===== src/rtl/collision_lookup_arbiter.sv =====
// Shared wall-collision lookup server: round-robin arbitration of tile queries
// from the player and enemy movers, returning one registered wall-hit per grant.
`timescale 1ns/1ps
module collision_lookup_arbiter #(
    parameter int unsigned N_REQ = 6,
    parameter int unsigned MAP_W = 20,
    parameter int unsigned MAP_H = 15,
    parameter logic [0:MAP_W*MAP_H-1] MAP = {
        20'b1111_1111_1111_1111_1111,
        20'b1000_0000_0000_0000_0001,
        20'b1001_1000_0000_0110_0001,
        20'b1000_0000_1100_0000_0001,
        20'b1000_0000_0000_0000_0001,
        20'b1110_0011_1111_1100_0111,
        20'b1000_0000_0000_0000_0001,
        20'b1000_1000_0000_0001_0001,
        20'b1000_1000_0000_0001_0001,
        20'b1000_0000_0000_0000_0001,
        20'b1110_0011_1111_1100_0111,
        20'b1000_0000_0000_0000_0001,
        20'b1001_1000_0000_0110_0001,
        20'b1000_0000_0000_0000_0001,
        20'b1111_1111_1111_1111_1111
    }
) (
    input  logic               clk,
    input  logic               rst_n,
    input  logic [N_REQ-1:0]   req,
    input  logic [N_REQ*5-1:0] qx,
    input  logic [N_REQ*4-1:0] qy,
    output logic [N_REQ-1:0]   gnt,
    output logic [N_REQ-1:0]   rsp_valid,
    output logic               rsp_hit,
    output logic               busy
);

    localparam int unsigned X_W   = 5;
    localparam int unsigned Y_W   = 4;
    localparam int unsigned IDX_W = 9;
    localparam int unsigned PTR_W = (N_REQ > 1) ? $clog2(N_REQ) : 1;

    typedef enum logic [1:0] {
        IDLE  = 2'd0,
        GRANT = 2'd1,
        RESP  = 2'd2
    } state_t;

    state_t           state, state_nxt;
    logic [PTR_W-1:0] rr_ptr, rr_ptr_nxt;
    logic [X_W-1:0]   qx_lat, qx_lat_nxt;
    logic [Y_W-1:0]   qy_lat, qy_lat_nxt;
    logic [N_REQ-1:0] gnt_nxt;
    logic [N_REQ-1:0] rsp_valid_nxt;
    logic             rsp_hit_nxt;
    logic             busy_nxt;

    logic             found;
    logic [PTR_W-1:0] sel;
    logic [PTR_W-1:0] cand;
    logic             in_map;
    logic [IDX_W-1:0] idx;
    logic             wall;

    // Round-robin pick: first active request strictly after the last winner
    always_comb begin
        found = 1'b0;
        sel   = '0;
        cand  = '0;
        for (int k = 1; k <= int'(N_REQ); k++) begin
            cand = PTR_W'((32'(rr_ptr) + 32'(k)) % N_REQ);
            if (!found && req[cand]) begin
                found = 1'b1;
                sel   = cand;
            end
        end
    end

    // Wall lookup for the latched tile; anything off the map reads as wall
    always_comb begin
        in_map = (32'(qx_lat) < MAP_W) && (32'(qy_lat) < MAP_H);
        idx    = IDX_W'(qy_lat) * IDX_W'(MAP_W) + IDX_W'(qx_lat);
        wall   = in_map ? MAP[idx] : 1'b1;
    end

    // Next-state and next-output logic
    always_comb begin
        state_nxt     = state;
        rr_ptr_nxt    = rr_ptr;
        qx_lat_nxt    = qx_lat;
        qy_lat_nxt    = qy_lat;
        gnt_nxt       = '0;
        rsp_valid_nxt = '0;
        rsp_hit_nxt   = rsp_hit;
        busy_nxt      = busy;
        case (state)
            IDLE: begin
                if (found) begin
                    gnt_nxt[sel] = 1'b1;
                    rr_ptr_nxt   = sel;
                    qx_lat_nxt   = qx[int'(sel)*X_W +: X_W];
                    qy_lat_nxt   = qy[int'(sel)*Y_W +: Y_W];
                    busy_nxt     = 1'b1;
                    state_nxt    = GRANT;
                end
            end
            GRANT: begin
                rsp_valid_nxt[rr_ptr] = 1'b1;
                rsp_hit_nxt           = wall;
                state_nxt             = RESP;
            end
            RESP: begin
                busy_nxt  = 1'b0;
                state_nxt = IDLE;
            end
            default: begin
                busy_nxt  = 1'b0;
                state_nxt = IDLE;
            end
        endcase
    end

    // State and registered outputs
    always_ff @(posedge clk or negedge rst_n) begin
        if (!rst_n) begin
            state     <= IDLE;
            rr_ptr    <= PTR_W'(N_REQ - 1);
            qx_lat    <= '0;
            qy_lat    <= '0;
            gnt       <= '0;
            rsp_valid <= '0;
            rsp_hit   <= 1'b0;
            busy      <= 1'b0;
        end else begin
            state     <= state_nxt;
            rr_ptr    <= rr_ptr_nxt;
            qx_lat    <= qx_lat_nxt;
            qy_lat    <= qy_lat_nxt;
            gnt       <= gnt_nxt;
            rsp_valid <= rsp_valid_nxt;
            rsp_hit   <= rsp_hit_nxt;
            busy      <= busy_nxt;
        end
    end

endmodule

===== config.mk =====
export PLATFORM = sky130hd
export DESIGN_NAME = collision_lookup_arbiter
export DESIGN_NICKNAME = d
export VERILOG_FILES = /design/src/rtl/collision_lookup_arbiter.sv
export SDC_FILE = /design/constraint.sdc
export NUM_CORES = 1
export LEC_CHECK = 0
export ABC_AREA = 0
export BUFFER_PORTS_ARGS = -buffer_cell sky130_fd_sc_hd__buf_2
export CAP_MARGIN = 25
export CORE_MARGIN = 3
export CORE_UTILIZATION = 45
export CTS_CLUSTER_DIAMETER = 80
export DETAILED_ROUTE_END_ITERATION = 8
export HOLD_SLACK_MARGIN = 0.05
export PLACE_DENSITY = 0.8
export SLEW_MARGIN = 10
export SYNTH_ARGS = -nofsm -noshare
export SYNTH_HDL_FRONTEND = slang
export SYNTH_SLANG_ARGS = --single-unit

===== constraint.sdc =====
create_clock -name clk -period 5.97 [get_ports clk]
set_input_delay 1.791 -clock clk [delete_from_list [all_inputs] [get_ports clk]]
set_output_delay 1.791 -clock clk [all_outputs]
set_load 0.01 [all_outputs]

==> metrics.cfg, run 1 <==
[die]
placementRows=30
dieArea_um2=8510
coreArea_um2=6980
ios=76
die_y_um=92.2
start_util_pct=47.9
chipWidth_um=92.2

[sta]
tightestPinTransition_ps=950
rsz0062_at_grt=false
relSlewSlack_pct=36.7
fin_crit_ps=5080
setup_viol=0
final.setup.tns_ps=0
hold_viol=0
clock.fmax_mhz=197
fin_skew_ps=12.1
slew_violations=0
post-route-period-util_pct=85.0

[routing]
drcViolationCount=0
wl_per_cell_um=16.1
drt_pass1_iterations=5
num_vias=3291
routed_wl_um=8820
viasPerCell=5.99
ant_nets=0
dr.first_iter.drc_count=170

[logic_synthesis]
synth_enable_flop_cells=0
synthArstFlopShare_pct=100
seq_area_frac_synth_pct=21.0
synthesis.area_um2=3350
syn_nets=485
synth_top_area_share_pct=19.4
yosysTopAreaCell=dfrtp_1
synth.avg_cell_area_um2=8.39
synth_area_leaders=dfrtp_1 19%, ha_1 8.2%, o21ai_0 4.8%, a21o_1 4.7%, nand3_1 4.6%
ys_warn_count=0
yosysMostFrequentCell=o21ai_0
ys_types=73
syn_inst=399
synth_commonest_cells=32 x o21ai_0, 31 x nand3_1, 31 x nor2_1, 26 x dfrtp_1
ys_seq_elements=28
synthFlopType=dfrtp_1

[grt]
grt_pass1_wl_um=14600
antenna_found_initial=0
grt_max_degree=31
grt_use_total_pct=21.0
grt_pass1_vias=3023
gr-total-overflow=0

[cts]
tritoncts=yes
cts_resized=0
insertion_delay_ps=280
cts_root_buffer=clkbuf_8
cts_inserted_buffers=3
cts_setup_buffers=0
cts.hold.buffers_added=0
cts_buffer_depth=2
cts.sinks=28
cts_max_level=1
clk_pin_slew_ps=100

[worst_hold_path]
hold_class=reg -> reg

[cells_and_area]
antenna_cells=0
syn_to_final_growth_pct=12.7
nets=540
drive_gt1_share_pct=27.8
fillCellCount=640

[placed_design]
gp_congestion=0.921
dp_hpwl_um=6780
io_buffers=75

[worst_setup_path]
crit_fanout=30
critPathRequiredTime_ps=6180
crit_arrival_ps=5290
path_class=reg -> reg
cp-end-kind=flip-flop
crit_path_start_kind=flip-flop

[job]
max_cap_violations=0

[outcome]
status=complete, no violations

[worst max-delay path, stage by stage (launching register included)]
cell and delay (ps):
dfstp_2 930, inv_1 250, ha_1 290, xor2_2 320, inv_2 100, ha_1 270, nand2b_1 180, nor3_1 200
or3_1 160, a21oi_1 100, nor4b_4 560, a311o_1 900, buf_4 300, nand3_1 90, a21o_1 200, a41oi_2 150
[area by class of cell]
type                            count  area [um2]  area share (%)
Multi-Input combinational cell    326        2400            63.7
Sequential cell                    28         703            18.6
Timing Repair Buffer               80         417            11.0
Tap cell                           96         120            3.19
Inverter                           15        56.3            1.49
Clock buffer                        3        41.3            1.09
Clock inverter                      1        30.0           0.796
[cell usage in the layout, fill, tap and decap left out, types with 4 or more instances in the layout]
cell type,n
a21boi_1,9
a21o_1,21
a21oi_1,16
a31oi_1,8
a41oi_2,9
and3_1,18
buf_2,75
buf_4,4
dfrtp_1,26
ha_1,22
inv_1,10
inv_2,5
mux2_2,4
mux2i_1,4
nand2_1,22
nand3_1,31
nor2_1,31
nor3_1,5
o211ai_1,4
o21ai_0,32
o21ai_1,9
xnor2_1,6
[registers in the layout (all words and copies together) (netlist names)]
| register | count |
|---|---|
| gnt | 6 |
| rsp_valid | 6 |
| rsp_hit | 1 |
| rr_ptr | 3 |
| state | 2 |
| qy_lat | 4 |
| busy | 1 |
| qx_lat | 5 |
[cells by family after synthesis]
group | after synthesis | share of synthesized area, %
compound gates | 140 | 31.9
simple gates | 139 | 22.0
buf+inv | 45 | 7.14
flops | 28 | 21.0
fa+ha+maj | 24 | 9.42
mux | 13 | 5.46
xor+xnor | 10 | 3.07
[per-stage QoR]
stage	setup slack, ps	util [%]	area [um2]	hold slack [ps]	instances
4_1_cts	982	53.9	3760	492	548
3_3_place_gp	1150	52.7	3680	483	543
6_report	894	54.0	3770	481	549
3_5_place_dp	1040	52.8	3690	471	544
5_1_grt	602	54.0	3770	527	549
2_1_floorplan	2050	-	3350	521	399
[metal layers]
metal,vias up,routed length [um],part of all wire (%),track usage [%]
li1,1592,-,-,-
met1,1566,3810,43,27.4
met2,119,4400,50,37.0
met3,14,524,5.9,2.95
met4,0,88,1.0,3.84
met5,-,0,0,0
[path summary, 6_finish.rpt]
kind / to / from / slack (ps) / depth (start not counted)
setup / recovery: qx_lat[0] / rr_ptr[0] / 890 / 15
hold / removal: busy / busy / 480 / 1
setup reg to reg: qx_lat[0] / rr_ptr[0] / 890 / 15
hold reg to reg: busy / busy / 480 / 1
max in group asynchronous: state[0] / rst_n / 4070 / 1
min in group asynchronous: rr_ptr[1] / rst_n / 1500 / 1
Power of run 1 is not shown: default switching activity piles up to over one toggle a cycle in this logic, so the estimate is an artifact.
==> run 2: changes to the inputs <==
--- a/config.mk
+++ b/config.mk
@@ -8,12 +8,15 @@
 export ABC_AREA = 0
 export BUFFER_PORTS_ARGS = -buffer_cell sky130_fd_sc_hd__buf_2
 export CAP_MARGIN = 25
+export CELL_PAD_IN_SITES_DETAIL_PLACEMENT = 1
+export CELL_PAD_IN_SITES_GLOBAL_PLACEMENT = 2
 export CORE_MARGIN = 3
-export CORE_UTILIZATION = 45
+export CORE_UTILIZATION = 35
 export CTS_CLUSTER_DIAMETER = 80
 export DETAILED_ROUTE_END_ITERATION = 8
 export HOLD_SLACK_MARGIN = 0.05
-export PLACE_DENSITY = 0.8
+export PLACE_DENSITY = 0.95
+export RECOVER_POWER = 100
 export SLEW_MARGIN = 10
 export SYNTH_ARGS = -nofsm -noshare
 export SYNTH_HDL_FRONTEND = slang
==> run 2 against run 1 <==
Against the previous run:
- the run now ends with max-capacitance violations, max-slew violations left
- sequential share of layout area is 0.11 points higher
- register-to-register slack worse by 140 ps
- via count is 2.4% higher
- global-route usage is 1.5 points lower
- cell count is 6.6% higher
- worst hold slack better by 13 ps
- setup slack worse by 140 ps
- clock skew is 4.9 ps lower
- core utilization is 14 points lower
- critical path depth stayed put
- largest cell class unchanged
- highest routed layer unchanged
==> metrics.cfg, run 2 (same netlist as run 1, synthesis figures left out) <==
[worst_setup_path]
worst-path-buf-inv=3  ; unchanged
crit_top_cell=ha_1
crit_fanout=25  ; -17%
crit_path_top_delay_cell=dfstp_1
crit_chain=inv_1 -> ha_1 -> a21oi_1 -> inv_2 -> ha_1 -> nor2b_1 -> a211oi_1 -> or4_1 -> a32oi_1 -> or2_4 -> a311o_1 -> buf_4 -> nand3_1 -> a21o_1 -> a41oi_1
cp-end-kind=flip-flop
critPathTopFamily=compound AO/OA/AOI/OAI gates
max_stage_delay_ps=800  ; -130 ps
critPathRequiredTime_ps=6170  ; about the same
path_class=reg -> reg
crit_path_start_kind=flip-flop
crit_arrival_ps=5420  ; +130 ps

[cts]
tritoncts=yes
cts_max_level=1  ; unchanged
cts.sinks=28  ; unchanged
cts_buffer_depth=2  ; unchanged
cts_resized=0  ; unchanged
cts_inserted_buffers=3  ; unchanged
cts_root_buffer=clkbuf_8
insertion_delay_ps=290  ; about the same
cts.hold.buffers_added=0  ; unchanged
clk_pin_slew_ps=100  ; about the same
cts_setup_buffers=0  ; unchanged

[die]
placementRows=35  ; +17%
dieArea_um2=10800  ; +27%
coreArea_um2=9280  ; +33%
ios=76  ; unchanged
start_util_pct=36.0  ; -12 points
die_y_um=104  ; +13%
chipWidth_um=104  ; +13%

[cells_and_area]
final_cell_mix=60 x buf_2, 32 x o21ai_0, 31 x nand3_1, 31 x nor2_1, 26 x dfrtp_1
syn_to_final_growth_pct=12.0
antenna_cells=0  ; unchanged
final_common_cell=buf_2
nets=543  ; +0.56%
final_cells=585  ; +6.6%
regArea_um2=703  ; unchanged
top_regs=gnt: 6 flops, rsp_valid: 6 flops, qx_lat: 5 flops
multi_input_area_um2=2350  ; -2.3%
drive_gt1_share_pct=22.6  ; -5.2 points
fillCellCount=1186  ; +85%

[sta]
clock.fmax_mhz=192  ; -2.7%
post-route-period-util_pct=87.4  ; +2.3 points
slew_violations=29  ; +29
relSlewSlack_pct=-2.80  ; -39 points
setup_viol=0  ; unchanged
rsz0062_at_grt=false
tightestPinTransition_ps=1540  ; +592 ps
fin_skew_ps=7.21  ; -4.92 ps
fin_crit_ps=5220  ; +140 ps
final.setup.tns_ps=0  ; unchanged
hold_viol=0  ; unchanged

[placed_design]
gp_congestion=0.894  ; -3.0%
dp_hpwl_um=8240  ; +22%
io_buffers=75  ; unchanged
numPlacedInstances=579  ; +6.4%

[grt]
grt_pass1_vias=3531  ; +17%
antenna_found_initial=0  ; unchanged
gr-total-overflow=0  ; unchanged
grt_pass1_wl_um=17600  ; +20%
grt_use_total_pct=19.5  ; -1.5 points
grt_max_degree=30  ; -3.2%

[routing]
drt_pass1_iterations=4  ; -1
dr.first_iter.drc_count=109  ; -36%
num_vias=3371  ; +2.4%
routed_wl_um=10700  ; +22%
wl_per_cell_um=18.4  ; +14%
drcViolationCount=0  ; unchanged
ant_nets=0  ; unchanged
viasPerCell=5.76  ; -3.9%

[job]
max_cap_violations=1  ; +1

[outcome]
violations=max-capacitance violations, max-slew violations
status=finished with violations

[worst_hold_path]
hold_class=reg -> reg

run 2: cell types whose count changed in the layout (fill, tap and decap cells not counted):
cell / before / now
clkbuf_1: 0 / 17
buf_2: 75 / 60
a41oi_1: 2 / 9
a41oi_2: 9 / 2
buf_4: 4 / 6
a21oi_1: 16 / 17
a21oi_2: 2 / 1
buf_6: 1 / 0
dfstp_1: 0 / 1
dfstp_2: 2 / 1
run 2: final timing paths:
path	from	to	slack (ps)	depth (start not counted)
worst max-delay path	rr_ptr[2]	qy_lat[1]	750	15
worst min-delay path	busy	busy	490	1
worst max register to register	rr_ptr[2]	qy_lat[1]	750	15
worst min register to register	busy	busy	490	1
max in group asynchronous	rst_n	gnt[5]	3210	1
min in group asynchronous	rst_n	rsp_valid[2]	1860	1
run 2: metrics by stage:
stage	util, %	setup slack (ps)	cell area [um2]	hold slack (ps)
2_1_floorplan	-	2050	3350	521
3_3_place_gp	40.3	1230	3740	464
3_5_place_dp	40.3	1070	3740	477
4_1_cts	41.1	1080	3820	500
5_1_grt	40.4	405	3750	528
6_report	40.4	754	3750	495
run 2: per-layer routing:
metal  track usage (%)  part of all wire, %
met1              23.8                   44
met2              34.4                   49
met3              3.68                  5.5
met4              6.55                  2.2
met5                 0                    0
run 2: final cells by class:
type                       count  share of cell area, %
multi-input combinational    326                   62.6
clock buffer                   3                   1.10
tap                          129                   4.31
sequential                    28                   18.8
clock inverter                 1                  0.801
inverter                      15                   1.50
timing repair buffer          83                   10.9
Power of run 2 is left out for the same reason.
